==> config.mk <==
export PLATFORM = sky130hd
export DESIGN_NAME = pipe_ctrl
export DESIGN_NICKNAME = d
export VERILOG_FILES = /design/src/rtl/pipe_ctrl.sv
export SDC_FILE = /design/constraint.sdc
export NUM_CORES = 1
export LEC_CHECK = 0
export CORE_UTILIZATION = 42
export CTS_CLUSTER_DIAMETER = 40
export CTS_CLUSTER_SIZE = 25
export DETAILED_ROUTE_END_ITERATION = 8
export GPL_TIMING_DRIVEN = 0
export MAX_ROUTING_LAYER = met4
export PLACE_DENSITY_LB_ADDON = 0.1
export SYNTH_ARGS = -nofsm -noshare
export SYNTH_HDL_FRONTEND = slang
export SYNTH_SLANG_ARGS = --single-unit
==> constraint.sdc <==
create_clock -name clk -period 4.02 [get_ports clk]
set_input_delay 0.603 -clock clk [delete_from_list [all_inputs] [get_ports clk]]
set_output_delay 0.603 -clock clk [all_outputs]
set_load 0.1 [all_outputs]
==> src/rtl/pipe_ctrl.sv <==
// Pipeline sequencing controller for the 5-stage RV32I core: RAW scoreboard stalls,
// EX-stage redirects with wrong-path flushes, and external whole-pipeline freeze.
module pipe_ctrl #(
  parameter int unsigned DEPTH        = 2,
  parameter int unsigned FLUSH_CYCLES = 1,
  parameter int unsigned CNT_W        = 16
) (
  input  logic             clk,
  input  logic             rst,
  input  logic             hold_req,
  input  logic [4:0]       rs1_addr,
  input  logic [4:0]       rs2_addr,
  input  logic [4:0]       rd_addr,
  input  logic             rd_wen,
  input  logic             jump_en,
  input  logic [31:0]      jump_addr,
  output logic             hold_pc,
  output logic             hold_if_id,
  output logic             hold_id_ex,
  output logic             flush_if_id,
  output logic             flush_id_ex,
  output logic             jump_o,
  output logic [31:0]      jump_addr_o,
  output logic [CNT_W-1:0] stall_cnt
);

  typedef enum logic [0:0] {StRun, StFlush} state_e;

  // fcnt counts the flush cycles still owed after the current one.
  localparam logic [1:0] FcntInit = 2'((FLUSH_CYCLES > 1) ? (FLUSH_CYCLES - 2) : 0);

  state_e           state_q, state_d;
  logic [1:0]       fcnt_q, fcnt_d;
  logic [CNT_W-1:0] stall_cnt_q, stall_cnt_d;
  logic [DEPTH-1:0] sb_v_q, sb_v_d;
  logic [4:0]       sb_rd_q [DEPTH];
  logic [4:0]       sb_rd_d [DEPTH];

  logic       raw;
  logic       shift;
  logic       in_v;
  logic [4:0] in_rd;

  always_comb begin
    raw = 1'b0;
    for (int i = 0; i < int'(DEPTH); i++) begin
      if (sb_v_q[i] && (sb_rd_q[i] != 5'd0)) begin
        if (((rs1_addr != 5'd0) && (sb_rd_q[i] == rs1_addr)) ||
            ((rs2_addr != 5'd0) && (sb_rd_q[i] == rs2_addr))) begin
          raw = 1'b1;
        end
      end
    end
  end

  always_ff @(posedge clk) begin
    if (!rst) begin
      state_q     <= StRun;
      fcnt_q      <= '0;
      stall_cnt_q <= '0;
      sb_v_q      <= '0;
      for (int i = 0; i < int'(DEPTH); i++) begin
        sb_rd_q[i] <= '0;
      end
    end else begin
      state_q     <= state_d;
      fcnt_q      <= fcnt_d;
      stall_cnt_q <= stall_cnt_d;
      sb_v_q      <= sb_v_d;
      for (int i = 0; i < int'(DEPTH); i++) begin
        sb_rd_q[i] <= sb_rd_d[i];
      end
    end
  end

  always_comb begin
    state_d     = state_q;
    fcnt_d      = fcnt_q;
    stall_cnt_d = stall_cnt_q;
    shift       = 1'b0;
    in_v        = 1'b0;
    in_rd       = 5'd0;
    if (hold_req) begin
      shift = 1'b0;
    end else if (jump_en) begin
      shift = 1'b1;
      if (FLUSH_CYCLES > 1) begin
        state_d = StFlush;
        fcnt_d  = FcntInit;
      end else begin
        state_d = StRun;
      end
    end else if (state_q == StFlush) begin
      shift = 1'b1;
      if (fcnt_q == 2'd0) begin
        state_d = StRun;
      end else begin
        fcnt_d = fcnt_q - 2'd1;
      end
    end else if (raw) begin
      shift = 1'b1;
      if (stall_cnt_q != {CNT_W{1'b1}}) begin
        stall_cnt_d = stall_cnt_q + CNT_W'(1);
      end
    end else begin
      shift = 1'b1;
      in_v  = rd_wen && (rd_addr != 5'd0);
      in_rd = rd_addr;
    end
  end

  // The oldest entry falls off the end: that is its regs write-back edge.
  always_comb begin
    sb_v_d  = sb_v_q;
    sb_rd_d = sb_rd_q;
    if (shift) begin
      sb_v_d[0]  = in_v;
      sb_rd_d[0] = in_rd;
      for (int i = 1; i < int'(DEPTH); i++) begin
        sb_v_d[i]  = sb_v_q[i-1];
        sb_rd_d[i] = sb_rd_q[i-1];
      end
    end
  end

  always_comb begin
    hold_pc     = 1'b0;
    hold_if_id  = 1'b0;
    hold_id_ex  = 1'b0;
    flush_if_id = 1'b0;
    flush_id_ex = 1'b0;
    jump_o      = 1'b0;
    jump_addr_o = 32'd0;
    if (!rst) begin
      flush_if_id = 1'b1;
      flush_id_ex = 1'b1;
    end else if (hold_req) begin
      hold_pc    = 1'b1;
      hold_if_id = 1'b1;
      hold_id_ex = 1'b1;
    end else if (jump_en) begin
      jump_o      = 1'b1;
      jump_addr_o = jump_addr;
      flush_if_id = 1'b1;
      flush_id_ex = 1'b1;
    end else if (state_q == StFlush) begin
      flush_if_id = 1'b1;
      flush_id_ex = 1'b1;
    end else if (raw) begin
      hold_pc     = 1'b1;
      hold_if_id  = 1'b1;
      flush_id_ex = 1'b1;
    end
  end

  assign stall_cnt = stall_cnt_q;

endmodule

==> results of run 1 <==
worst reg2reg max path, stage by stage, from the launching register on:
cell and delay [ns]:
dfxtp_1 0.39, ha_1 0.19, nand3_1 0.15, nor4_1 0.58, nor3_2 0.10, o21ai_2 0.16
and2_1 0.18, buf_4 0.15, nor3_1 0.05, o21a_1 0.16
final cells by class:
| type | instances | area [µm²] |
|---|---|---|
| Sequential cell | 31 | 621 |
| Clock buffer | 6 | 72.6 |
| Buffer | 9 | 41.3 |
| Inverter | 8 | 30.0 |
| Fill cell | 362 | 1270 |
| Tap cell | 52 | 65.1 |
| Multi-Input combinational cell | 188 | 1230 |
| Timing Repair Buffer | 105 | 1050 |
cells in the mapped netlist (2+ instances only):
cell and n:
o21a_1 2, a22o_1 5, or4_1 2, mux2i_1 11, o21bai_1 2, ha_1 2, nand3_1 5, buf_1 2
dfxtp_1 31, a21oi_1 7, and4_1 4, buf_4 2, inv_1 7, o21ai_2 2, nand2b_1 3, a211oi_1 3
o21ai_0 2, nor3_1 11, nor3_2 2, nor2_1 24, clkbuf_1 5, o21ai_1 3, nand2_1 18, nand4_1 6
xor2_1 12, xnor2_1 15, and2_1 34
where the power goes:
part | internal [mW] | leakage [nW] | total, mW | switching, mW
clock | 0.115 | 0.0371 | 0.218 | 0.103
sequential | 0.311 | 0.250 | 0.317 | 0.00557
combinational | 0.0848 | 0.865 | 0.213 | 0.128
total | 0.511 | 1.15 | 0.747 | 0.237
flip-flops by register name, indices dropped and copies added (netlist names):
signal,flops
sb_v_q,2
stall_cnt,16
sb_rd_q,10
state_q,1
fcnt_q,2
layer usage:
layer	vias to the layer above	global-route usage [%]	wire (µm)
li1	1030	-	-
met5	-	-	0
met1	914	27.3	2250
met3	5	6.25	356
met4	0	4.67	56
met2	76	36.6	2460
through the flow:
stage | util [%] | worst slack [ns]
floorplan | - | 0.0938
global placement | 69.4 | -0.0200
detailed placement | 69.4 | -0.0270
CTS | 71.0 | 0.0172
global route | 71.1 | 0.0357
finish | 71.1 | 0.220
kinds of logic (layout without fill, tap and decap cells):
logic type / Yosys count / count (layout)
simple gates: 118 / 118
flops: 31 / 31
compound gates: 30 / 30
xor+xnor: 27 / 27
buf+inv: 17 / 128
mux: 11 / 11
fa+ha+maj: 2 / 2
final timing paths:
path / start / cells after the start / end
worst min-delay path: stall_cnt[1] / 2 / stall_cnt[1]
worst max-delay path: rst / 6 / jump_addr_o[24]
worst min register to register: stall_cnt[1] / 2 / stall_cnt[1]
worst max register to register: stall_cnt[0] / 9 / stall_cnt[8]
what timing repair did:
item / in CTS / in global routing
hold buffers: 0 / 0
pin swaps: 0 / 0
gates resized for setup: 1 / 2
endpoints found under the hold margin: 0 / 0
endpoints found under the setup margin: 1 / 2
==> flow_results.xml, run 1 <==
<?xml version="1.0" encoding="UTF-8"?>
<metrics>
  <group name="die">
    <metric name="initial_cell_density_of_the_core" unit="%">43.9</metric>
    <metric name="rows" unit="">24</metric>
    <metric name="core_area" unit="µm²">4380</metric>
    <metric name="die_width" unit="µm">69.7</metric>
    <metric name="floorplan.io_pins" unit="">106</metric>
    <metric name="dieHeight" unit="µm">69.7</metric>
    <metric name="fp.dieArea" unit="µm²">4860</metric>
  </group>
  <group name="worst_setup_path">
    <metric name="cp_cell_sequence" unit="">clkdlybuf4s50_1 &gt; nand2_1 &gt; nor2_1 &gt; clkbuf_1 &gt; and2_1 &gt; clkdlybuf4s50_1</metric>
    <metric name="maximum_fanout_encountered_on_the_critical_timing_path" unit="">10</metric>
    <metric name="critical_path.top_delay_family" unit="">buffers and inverters</metric>
    <metric name="timing.critical_path.mode_cell" unit="">clkdlybuf4s50_1</metric>
    <metric name="worst-path-buf-inv" unit="">3</metric>
    <metric name="critPathRequiredTime" unit="ns">3.42</metric>
    <metric name="timing.reg2reg.setup_slack" unit="ns">1.80</metric>
    <metric name="cpPeakStageDelay" unit="ns">1.14</metric>
    <metric name="critical_path.endpoint_type" unit="">output pin</metric>
    <metric name="worst_path_arrival_time" unit="ns">3.20</metric>
    <metric name="critical-path-slowest-cell" unit="">clkdlybuf4s50_1</metric>
    <metric name="setup.worst_path.start_class" unit="">input pin</metric>
    <metric name="timing_worst_setup_path_type" unit="">in2out</metric>
  </group>
  <group name="routing">
    <metric name="routed_vias" unit="">2025</metric>
    <metric name="drt_first_iter_violations" unit="">86</metric>
    <metric name="postRouteWirelength" unit="mm">5.12</metric>
    <metric name="routed_via_density" unit="">5.08</metric>
    <metric name="drtAntennaViolNets" unit="">0</metric>
    <metric name="drt_drc_violations_left" unit="">0</metric>
    <metric name="drt-pass1-iter-count" unit="">4</metric>
    <metric name="routedWlPerCell" unit="µm">12.8</metric>
  </group>
  <group name="global_routing">
    <metric name="grt_antenna_before_repair" unit="">0</metric>
    <metric name="first_pass_grt_wire_length" unit="mm">8.64</metric>
    <metric name="pin_count_of_the_biggest_net_entering_global_routing" unit="">11</metric>
    <metric name="global_route.usage.total" unit="%">22.3</metric>
    <metric name="first_global_vias" unit="">1973</metric>
    <metric name="grt_remaining_overflow" unit="">0</metric>
  </group>
  <group name="final_layout">
    <metric name="number_of_diodes_added_for_antenna_fixing" unit="">0</metric>
    <metric name="final_area" unit="µm²">3120</metric>
    <metric name="num-nets-final" unit="">402</metric>
    <metric name="finish.cell_count_without_fillers" unit="">399</metric>
    <metric name="mostFrequentLayoutCells" unit="">clkdlybuf4s50_1 (102), and2_1 (34), dfxtp_1 (31)</metric>
    <metric name="layout_area_overhead" unit="%">61.9</metric>
    <metric name="final_common_cell" unit="">clkdlybuf4s50_1</metric>
    <metric name="drive_gt1_share" unit="%">4.32</metric>
  </group>
  <group name="logic_synthesis">
    <metric name="syn_nets" unit="">290</metric>
    <metric name="synthMuxAreaShare" unit="%">5.72</metric>
    <metric name="synth.avg_cell_area" unit="µm²">8.16</metric>
    <metric name="synth_top_area_share" unit="%">32.2</metric>
    <metric name="synthesized_area_fraction_occupied_by_adder_cells" unit="%">1.30</metric>
    <metric name="synth_enable_flop_cells" unit="">0</metric>
    <metric name="syn_warnings" unit="">0</metric>
    <metric name="netlist.top_cell.by_area" unit="">dfxtp_1</metric>
    <metric name="yosys_most_used_dff" unit="">dfxtp_1</metric>
    <metric name="post_synth_num_cell_types" unit="">41</metric>
    <metric name="synth_top_family_by_area" unit="">simple AND/OR/NAND/NOR gates</metric>
    <metric name="sequential_element_share_of_the_synthesized_area" unit="%">32.2</metric>
    <metric name="yosys_register_bits" unit="">31</metric>
    <metric name="synthXorXnorAreaFrac" unit="%">12.3</metric>
    <metric name="synth_compound_gate_area_share" unit="%">10.9</metric>
    <metric name="synth.cell_area" unit="µm²">1930</metric>
    <metric name="synth_cells" unit="">236</metric>
    <metric name="yosys-top-cells-area" unit="">dfxtp_1 (32%), and2_1 (11%), xnor2_1 (6.8%), mux2i_1 (5.7%), xor2_1 (5.5%)</metric>
    <metric name="synthArstFlopShare" unit="%">0</metric>
    <metric name="synth-simple-area-share" unit="%">33.9</metric>
  </group>
  <group name="sta">
    <metric name="clock_skew" unit="ns">0.00706</metric>
    <metric name="finalSetupViolCount" unit="">0</metric>
    <metric name="final_max_slew_viols" unit="">0</metric>
    <metric name="setup_repair_after_global_routing_missed_its_margin" unit="">no</metric>
    <metric name="max_freq" unit="MHz">263</metric>
    <metric name="timing.final.crit_period" unit="ns">3.80</metric>
    <metric name="layout_worst_path_cycle_share" unit="%">94.5</metric>
    <metric name="timing.max_slew.rel_slack" unit="%">33.2</metric>
    <metric name="finalHoldViolCount" unit="">0</metric>
    <metric name="fin_setup_tns" unit="ns">0</metric>
    <metric name="fin_worst_hold_slack" unit="ns">0.499</metric>
    <metric name="tightest_slew" unit="ns">0.999</metric>
  </group>
  <group name="power_and_ir_drop">
    <metric name="finalPower" unit="mW">0.747</metric>
    <metric name="power_per_cell_area" unit="nW/µm²">240</metric>
    <metric name="peak_supply_drop" unit="mV">0.127</metric>
    <metric name="power.static_leakage" unit="nW">1.15</metric>
  </group>
  <group name="placed_design">
    <metric name="gpl.final_weighted_congestion" unit="">0.769</metric>
    <metric name="portBuffers" unit="">105</metric>
    <metric name="dp.cells" unit="">393</metric>
    <metric name="dp_hpwl" unit="mm">4.14</metric>
    <metric name="dpl_cell_area" unit="µm²">3040</metric>
  </group>
  <group name="status">
    <metric name="status" unit="">completed</metric>
  </group>
  <group name="clock_network">
    <metric name="clock_tree.root_cell" unit="">clkbuf_8</metric>
    <metric name="clock_tree_from_tritoncts" unit="">yes</metric>
    <metric name="total_number_of_h_tree_levels" unit="">2</metric>
    <metric name="cts_num_sinks" unit="">31</metric>
    <metric name="numCtsBuffers" unit="">5</metric>
    <metric name="clk-insertion-delay-late" unit="ns">0.28</metric>
    <metric name="clock_slew_at_reported_path_ffs" unit="ns">0.06</metric>
    <metric name="cts_max_path_buffers" unit="">2</metric>
    <metric name="cts_setup_buffers" unit="">0</metric>
  </group>
  <group name="job">
    <metric name="drv.max_cap_violation_count" unit="">0</metric>
  </group>
  <group name="worst_hold_path">
    <metric name="min-delay-path-class" unit="">reg2reg</metric>
  </group>
</metrics>
Power figures use the tool's default switching activity.
==> run 2: changes to the inputs <==
--- a/config.mk
+++ b/config.mk
@@ -11,7 +11,7 @@
 export DETAILED_ROUTE_END_ITERATION = 8
 export GPL_TIMING_DRIVEN = 0
 export MAX_ROUTING_LAYER = met4
-export PLACE_DENSITY_LB_ADDON = 0.1
+export PLACE_DENSITY = 0.86
 export SYNTH_ARGS = -nofsm -noshare
 export SYNTH_HDL_FRONTEND = slang
 export SYNTH_SLANG_ARGS = --single-unit
==> flow_results.xml, run 2 (synthesis gave the netlist of run 1 again) <==
<?xml version="1.0" encoding="UTF-8"?>
<metrics>
  <group name="power_and_ir_drop">
    <metric name="peak_supply_drop" unit="mV">0.173</metric>
    <metric name="power_per_cell_area" unit="nW/µm²">254</metric>
    <metric name="power.static_leakage" unit="nW">1.28</metric>
  </group>
  <group name="sta">
    <metric name="max_freq" unit="MHz">260</metric>
    <metric name="tightest_slew" unit="ns">0.996</metric>
    <metric name="fin_setup_tns" unit="ns">0</metric>
    <metric name="finalHoldViolCount" unit="">0</metric>
    <metric name="final_max_slew_viols" unit="">0</metric>
    <metric name="setup_repair_after_global_routing_missed_its_margin" unit="">no</metric>
    <metric name="timing.max_slew.rel_slack" unit="%">33.5</metric>
    <metric name="timing.final.crit_period" unit="ns">3.85</metric>
    <metric name="finalSetupViolCount" unit="">0</metric>
    <metric name="fin_worst_hold_slack" unit="ns">0.497</metric>
    <metric name="clock_skew" unit="ns">0.0101</metric>
    <metric name="layout_worst_path_cycle_share" unit="%">95.8</metric>
  </group>
  <group name="clock_network">
    <metric name="clock_slew_at_reported_path_ffs" unit="ns">0.07</metric>
    <metric name="total_number_of_h_tree_levels" unit="">2</metric>
    <metric name="cts_num_sinks" unit="">31</metric>
    <metric name="clock_tree.root_cell" unit="">clkbuf_8</metric>
    <metric name="numCtsBuffers" unit="">5</metric>
    <metric name="clk-insertion-delay-late" unit="ns">0.28</metric>
    <metric name="cts_max_path_buffers" unit="">2</metric>
    <metric name="cts_setup_buffers" unit="">0</metric>
    <metric name="clock_tree_from_tritoncts" unit="">yes</metric>
  </group>
  <group name="die">
    <metric name="die_width" unit="µm">69.7</metric>
    <metric name="dieHeight" unit="µm">69.7</metric>
    <metric name="fp.dieArea" unit="µm²">4860</metric>
    <metric name="floorplan.io_pins" unit="">106</metric>
    <metric name="core_area" unit="µm²">4380</metric>
    <metric name="rows" unit="">24</metric>
    <metric name="initial_cell_density_of_the_core" unit="%">43.9</metric>
  </group>
  <group name="final_layout">
    <metric name="largest_register_ffs" unit="">16</metric>
    <metric name="final_common_cell" unit="">clkdlybuf4s50_1</metric>
    <metric name="mostFrequentLayoutCells" unit="">clkdlybuf4s50_1 (96), and2_1 (34), dfxtp_1 (31)</metric>
    <metric name="layout_area_overhead" unit="%">64.3</metric>
    <metric name="num-nets-final" unit="">402</metric>
    <metric name="number_of_diodes_added_for_antenna_fixing" unit="">0</metric>
    <metric name="drive_gt1_share" unit="%">5.16</metric>
  </group>
  <group name="routing">
    <metric name="postRouteWirelength" unit="mm">5.29</metric>
    <metric name="routed_via_density" unit="">5.08</metric>
    <metric name="drtAntennaViolNets" unit="">0</metric>
    <metric name="drt-pass1-iter-count" unit="">6</metric>
    <metric name="routedWlPerCell" unit="µm">13.2</metric>
    <metric name="drt_drc_violations_left" unit="">0</metric>
    <metric name="routed_vias" unit="">2036</metric>
    <metric name="drt_first_iter_violations" unit="">90</metric>
  </group>
  <group name="global_routing">
    <metric name="global_route.usage.total" unit="%">23.5</metric>
    <metric name="first_pass_grt_wire_length" unit="mm">9.08</metric>
    <metric name="first_global_vias" unit="">1990</metric>
    <metric name="pin_count_of_the_biggest_net_entering_global_routing" unit="">11</metric>
    <metric name="grt_remaining_overflow" unit="">0</metric>
    <metric name="grt_antenna_before_repair" unit="">0</metric>
  </group>
  <group name="worst_setup_path">
    <metric name="timing.critical_path.mode_cell" unit="">clkdlybuf4s50_1</metric>
    <metric name="cp_cell_sequence" unit="">clkdlybuf4s50_1 &gt; xor2_1 &gt; nor3_1 &gt; and4_1 &gt; nor2_1 &gt; o22a_1 &gt; o21bai_1 &gt; clkdlybuf4s50_1</metric>
    <metric name="maximum_fanout_encountered_on_the_critical_timing_path" unit="">3</metric>
    <metric name="critical-path-slowest-cell" unit="">clkdlybuf4s50_1</metric>
    <metric name="worst-path-buf-inv" unit="">2</metric>
    <metric name="critPathRequiredTime" unit="ns">3.42</metric>
    <metric name="critical_path.endpoint_type" unit="">output pin</metric>
    <metric name="critical_path.top_delay_family" unit="">buffers and inverters</metric>
    <metric name="worst_path_arrival_time" unit="ns">3.25</metric>
    <metric name="timing_worst_setup_path_type" unit="">in2out</metric>
    <metric name="setup.worst_path.start_class" unit="">input pin</metric>
    <metric name="cpPeakStageDelay" unit="ns">1.15</metric>
  </group>
  <group name="job">
    <metric name="drv.max_cap_violation_count" unit="">0</metric>
  </group>
  <group name="worst_hold_path">
    <metric name="min-delay-path-class" unit="">reg2reg</metric>
  </group>
  <group name="placed_design">
    <metric name="portBuffers" unit="">105</metric>
    <metric name="gpl.final_weighted_congestion" unit="">0.877</metric>
    <metric name="dp_hpwl" unit="mm">4.20</metric>
  </group>
  <group name="status">
    <metric name="status" unit="">completed</metric>
  </group>
</metrics>
-- run 2: cell count changes in the layout (fill, tap and decap cells not counted), sizes merged --
cell / delta
clkbuf: +1
clkdlybuf4s50: -6
clkinvlp: +1
dlymetal6s2s: +6
-- run 2: timing repair --
item | in CTS | in global routing
endpoints found under the setup margin | 1 | 8
hold buffers | 0 | 0
resized for setup | 1 | 8
-- run 2: power breakdown --
| group | internal (mW) | leakage, nW | switching (mW) |
|---|---|---|---|
| Clock | 0.156 | 0.0505 | 0.117 |
| Sequential | 0.311 | 0.250 | 0.00548 |
| Combinational | 0.0848 | 0.981 | 0.129 |
| Total | 0.551 | 1.28 | 0.251 |
-- run 2: worst min-delay path, stage by stage, from the launching register on --
cell	delay, ns
dfxtp_1	0.34
nand2_1	0.06
mux2i_1	0.05
-- run 2: cell type report --
cell class	instances	area, µm²
multi-input combinational	188	1230
fill	346	1220
timing repair buffer	105	1070
sequential	31	621
clock buffer	7	96.3
tap	52	65.1
buffer	9	41.3
inverter	8	30.0
clock inverter	1	7.51
-- run 2: worst paths after layout --
check                     from           end  cells past startpoint  slack (ns)
setup / recovery   rs2_addr[3]   flush_id_ex                      8        0.17
hold / removal    stall_cnt[7]  stall_cnt[7]                      2        0.50
setup reg to reg  stall_cnt[0]  stall_cnt[8]                      9        1.73
hold reg to reg   stall_cnt[7]  stall_cnt[7]                      2        0.50
-- run 2: through the flow --
stage	instance area [µm²]	cells	power, mW	util, %	setup WS, ns
after floorplan	1930	236	0.451	-	0.0938
after global placement	3040	393	0.535	69.4	0.0288
after CTS	3140	401	0.805	71.7	0.0787
after detailed placement	3040	393	0.538	69.4	0.000418
after global routing	3160	401	0.832	72.2	0.00483
final	3160	401	0.802	72.2	0.168
-- run 2: layer usage --
layer / up-vias / routed length (µm) / GRT usage (%)
met5: - / 0 / -
met1: 932 / 2350 / 27.9
li1: 1030 / - / -
met4: 0 / 79 / 8.67
met2: 66 / 2670 / 39.6
met3: 8 / 198 / 4.51
==> run 3: changes to the inputs <==
--- a/config.mk
+++ b/config.mk
@@ -5,13 +5,13 @@
 export SDC_FILE = /design/constraint.sdc
 export NUM_CORES = 1
 export LEC_CHECK = 0
-export CORE_UTILIZATION = 42
+export CORE_UTILIZATION = 39
 export CTS_CLUSTER_DIAMETER = 40
 export CTS_CLUSTER_SIZE = 25
 export DETAILED_ROUTE_END_ITERATION = 8
 export GPL_TIMING_DRIVEN = 0
 export MAX_ROUTING_LAYER = met4
-export PLACE_DENSITY = 0.86
+export PLACE_DENSITY = 0.81
 export SYNTH_ARGS = -nofsm -noshare
 export SYNTH_HDL_FRONTEND = slang
 export SYNTH_SLANG_ARGS = --single-unit
==> constraint.sdc (replaced) <==
create_clock -name clk -period 4.38 [get_ports clk]
set_input_delay 0.657 -clock clk [delete_from_list [all_inputs] [get_ports clk]]
set_output_delay 0.657 -clock clk [all_outputs]
set_load 0.1 [all_outputs]
==> flow_results.xml, run 3 (synthesis gave the netlist of run 1 again) <==
<?xml version="1.0" encoding="UTF-8"?>
<metrics>
  <group name="power_and_ir_drop">
    <metric name="power_frac_comb" unit="%">25.8</metric>
    <metric name="power_per_cell_area" unit="nW/µm²">240</metric>
    <metric name="finalPower" unit="mW">0.762</metric>
    <metric name="internal_cell_power" unit="mW">0.533</metric>
    <metric name="clock_power_share" unit="%">36.1</metric>
    <metric name="seq_power_share" unit="%">38.1</metric>
    <metric name="power.switching_fraction" unit="%">30.1</metric>
    <metric name="net-switching-power" unit="mW">0.229</metric>
    <metric name="power.static_leakage" unit="nW">1.15</metric>
    <metric name="peak_supply_drop" unit="mV">0.139</metric>
  </group>
  <group name="placed_design">
    <metric name="dp_hpwl" unit="mm">4.30</metric>
    <metric name="gpl.final_weighted_congestion" unit="">0.875</metric>
    <metric name="preCtsSetupSlack" unit="ns">0.174</metric>
    <metric name="portBuffers" unit="">105</metric>
  </group>
  <group name="sta">
    <metric name="timing.final.crit_period" unit="ns">4.18</metric>
    <metric name="layout_worst_path_cycle_share" unit="%">95.5</metric>
    <metric name="final_max_slew_viols" unit="">0</metric>
    <metric name="clock_skew" unit="ns">0.00524</metric>
    <metric name="fin_ws" unit="ns">0.196</metric>
    <metric name="setup_repair_after_global_routing_missed_its_margin" unit="">no</metric>
    <metric name="max_freq" unit="MHz">239</metric>
    <metric name="finalHoldViolCount" unit="">0</metric>
    <metric name="tightest_slew" unit="ns">1.02</metric>
    <metric name="timing.max_slew.rel_slack" unit="%">31.8</metric>
    <metric name="finalSetupViolCount" unit="">0</metric>
    <metric name="fin_setup_tns" unit="ns">0</metric>
  </group>
  <group name="clock_network">
    <metric name="clock_slew_at_reported_path_ffs" unit="ns">0.06</metric>
    <metric name="clock_tree_from_tritoncts" unit="">yes</metric>
    <metric name="clk-insertion-delay-late" unit="ns">0.28</metric>
    <metric name="total_number_of_h_tree_levels" unit="">2</metric>
    <metric name="cts_max_path_buffers" unit="">2</metric>
    <metric name="cts_resized" unit="">0</metric>
    <metric name="cts_setup_buffers" unit="">0</metric>
    <metric name="clock_tree.root_cell" unit="">clkbuf_8</metric>
    <metric name="total_of_hold_buffers_inserted_after_clock_tree_synthesis" unit="">0</metric>
    <metric name="cts_num_sinks" unit="">31</metric>
    <metric name="numCtsBuffers" unit="">5</metric>
  </group>
  <group name="global_routing">
    <metric name="grt_remaining_overflow" unit="">0</metric>
    <metric name="grt_antenna_before_repair" unit="">0</metric>
    <metric name="first_pass_grt_wire_length" unit="mm">8.53</metric>
    <metric name="global_route.usage.total" unit="%">21.3</metric>
    <metric name="first_global_vias" unit="">2001</metric>
    <metric name="pin_count_of_the_biggest_net_entering_global_routing" unit="">12</metric>
  </group>
  <group name="worst_hold_path">
    <metric name="min-delay-path-class" unit="">reg2reg</metric>
    <metric name="min_from" unit="">stall_cnt[7]</metric>
  </group>
  <group name="routing">
    <metric name="drt_first_iter_violations" unit="">69</metric>
    <metric name="routed_via_density" unit="">4.92</metric>
    <metric name="drt_drc_violations_left" unit="">0</metric>
    <metric name="drt-pass1-iter-count" unit="">4</metric>
    <metric name="routed_vias" unit="">2046</metric>
    <metric name="drtAntennaViolNets" unit="">0</metric>
    <metric name="postRouteWirelength" unit="mm">5.13</metric>
    <metric name="routedWlPerCell" unit="µm">12.3</metric>
  </group>
  <group name="die">
    <metric name="rows" unit="">25</metric>
    <metric name="die_width" unit="µm">72.3</metric>
    <metric name="fp.dieArea" unit="µm²">5220</metric>
    <metric name="initial_cell_density_of_the_core" unit="%">40.8</metric>
    <metric name="core_area" unit="µm²">4720</metric>
    <metric name="dieHeight" unit="µm">72.3</metric>
    <metric name="floorplan.io_pins" unit="">106</metric>
  </group>
  <group name="final_layout">
    <metric name="drive_gt1_share" unit="%">5.16</metric>
    <metric name="number_of_diodes_added_for_antenna_fixing" unit="">0</metric>
    <metric name="largest_register_ffs" unit="">16</metric>
    <metric name="final_common_cell" unit="">clkdlybuf4s50_1</metric>
    <metric name="layout_area_overhead" unit="%">64.8</metric>
    <metric name="num-nets-final" unit="">402</metric>
    <metric name="mostFrequentLayoutCells" unit="">clkdlybuf4s50_1 (105), and2_1 (34), dfxtp_1 (31)</metric>
  </group>
  <group name="status">
    <metric name="status" unit="">completed</metric>
  </group>
  <group name="worst_setup_path">
    <metric name="critPathRequiredTime" unit="ns">3.72</metric>
    <metric name="setup.worst_path.start_class" unit="">input pin</metric>
    <metric name="maximum_fanout_encountered_on_the_critical_timing_path" unit="">3</metric>
    <metric name="worst_r2r_startpoint" unit="">stall_cnt[0]</metric>
    <metric name="worst_path_arrival_time" unit="ns">3.53</metric>
    <metric name="critical_path.endpoint_type" unit="">output pin</metric>
    <metric name="timing_worst_setup_path_type" unit="">in2out</metric>
    <metric name="cp-startpoint" unit="">rs2_addr[3]</metric>
  </group>
  <group name="job">
    <metric name="drv.max_cap_violation_count" unit="">0</metric>
  </group>
</metrics>
==> run 3: final cells by class <==
cell class,instances,area [µm²]
sequential,31,621
clock inverter,3,43.8
tap,67,83.8
fill,401,1550
buffer,9,41.3
inverter,8,30.0
timing repair buffer,105,1050
clock buffer,5,68.8
multi-input combinational,188,1230
==> run 3: stage by stage <==
step | utilization, % | cell area (µm²) | hold slack (ns) | cells
global placement | 64.8 | 3060 | 0.475 | 408
CTS | 67.2 | 3170 | 0.506 | 416
floorplan | - | 1930 | 0.460 | 236
global route | 67.2 | 3170 | 0.531 | 416
finish | 67.2 | 3170 | 0.506 | 416
detailed placement | 64.8 | 3060 | 0.492 | 408
==> run 3: worst max-delay path, stage by stage <==
cell,delay [ns]
clkdlybuf4s50_1,0.46
xor2_1,0.16
nor3_1,0.20
and4_1,0.25
nor2_1,0.06
o22a_1,0.23
o21bai_1,0.23
buf_4,0.15
clkdlybuf4s50_1,1.12
==> run 3: final timing paths <==
path                                     end  slack [ns]  depth (start not counted)
worst min-delay path            stall_cnt[7]        0.51                          2
worst max-delay path                 hold_pc        0.20                          9
worst max register to register  stall_cnt[8]        2.19                          9
worst min register to register  stall_cnt[7]        0.51                          2
==> run 3: power by group through the flow <==
stage / sequential (mW) / combinational, mW / clock, mW
after floorplan: 0.295 / 0.119 / 0
after global placement: 0.297 / 0.195 / 0
after detailed placement: 0.297 / 0.197 / 0
after CTS: 0.290 / 0.198 / 0.279
after global routing: 0.291 / 0.206 / 0.295
final: 0.290 / 0.196 / 0.275
==> run 3: metal layers <==
layer / routed length [µm] / part of all wire (%) / up-vias / GRT usage [%]
met5: 0 / 0 / - / -
met4: 61 / 1.2 / 0 / 7.41
met3: 271 / 5.3 / 6 / 4.72
met2: 2510 / 49 / 79 / 35.0
met1: 2300 / 45 / 929 / 25.8
li1: - / - / 1032 / -
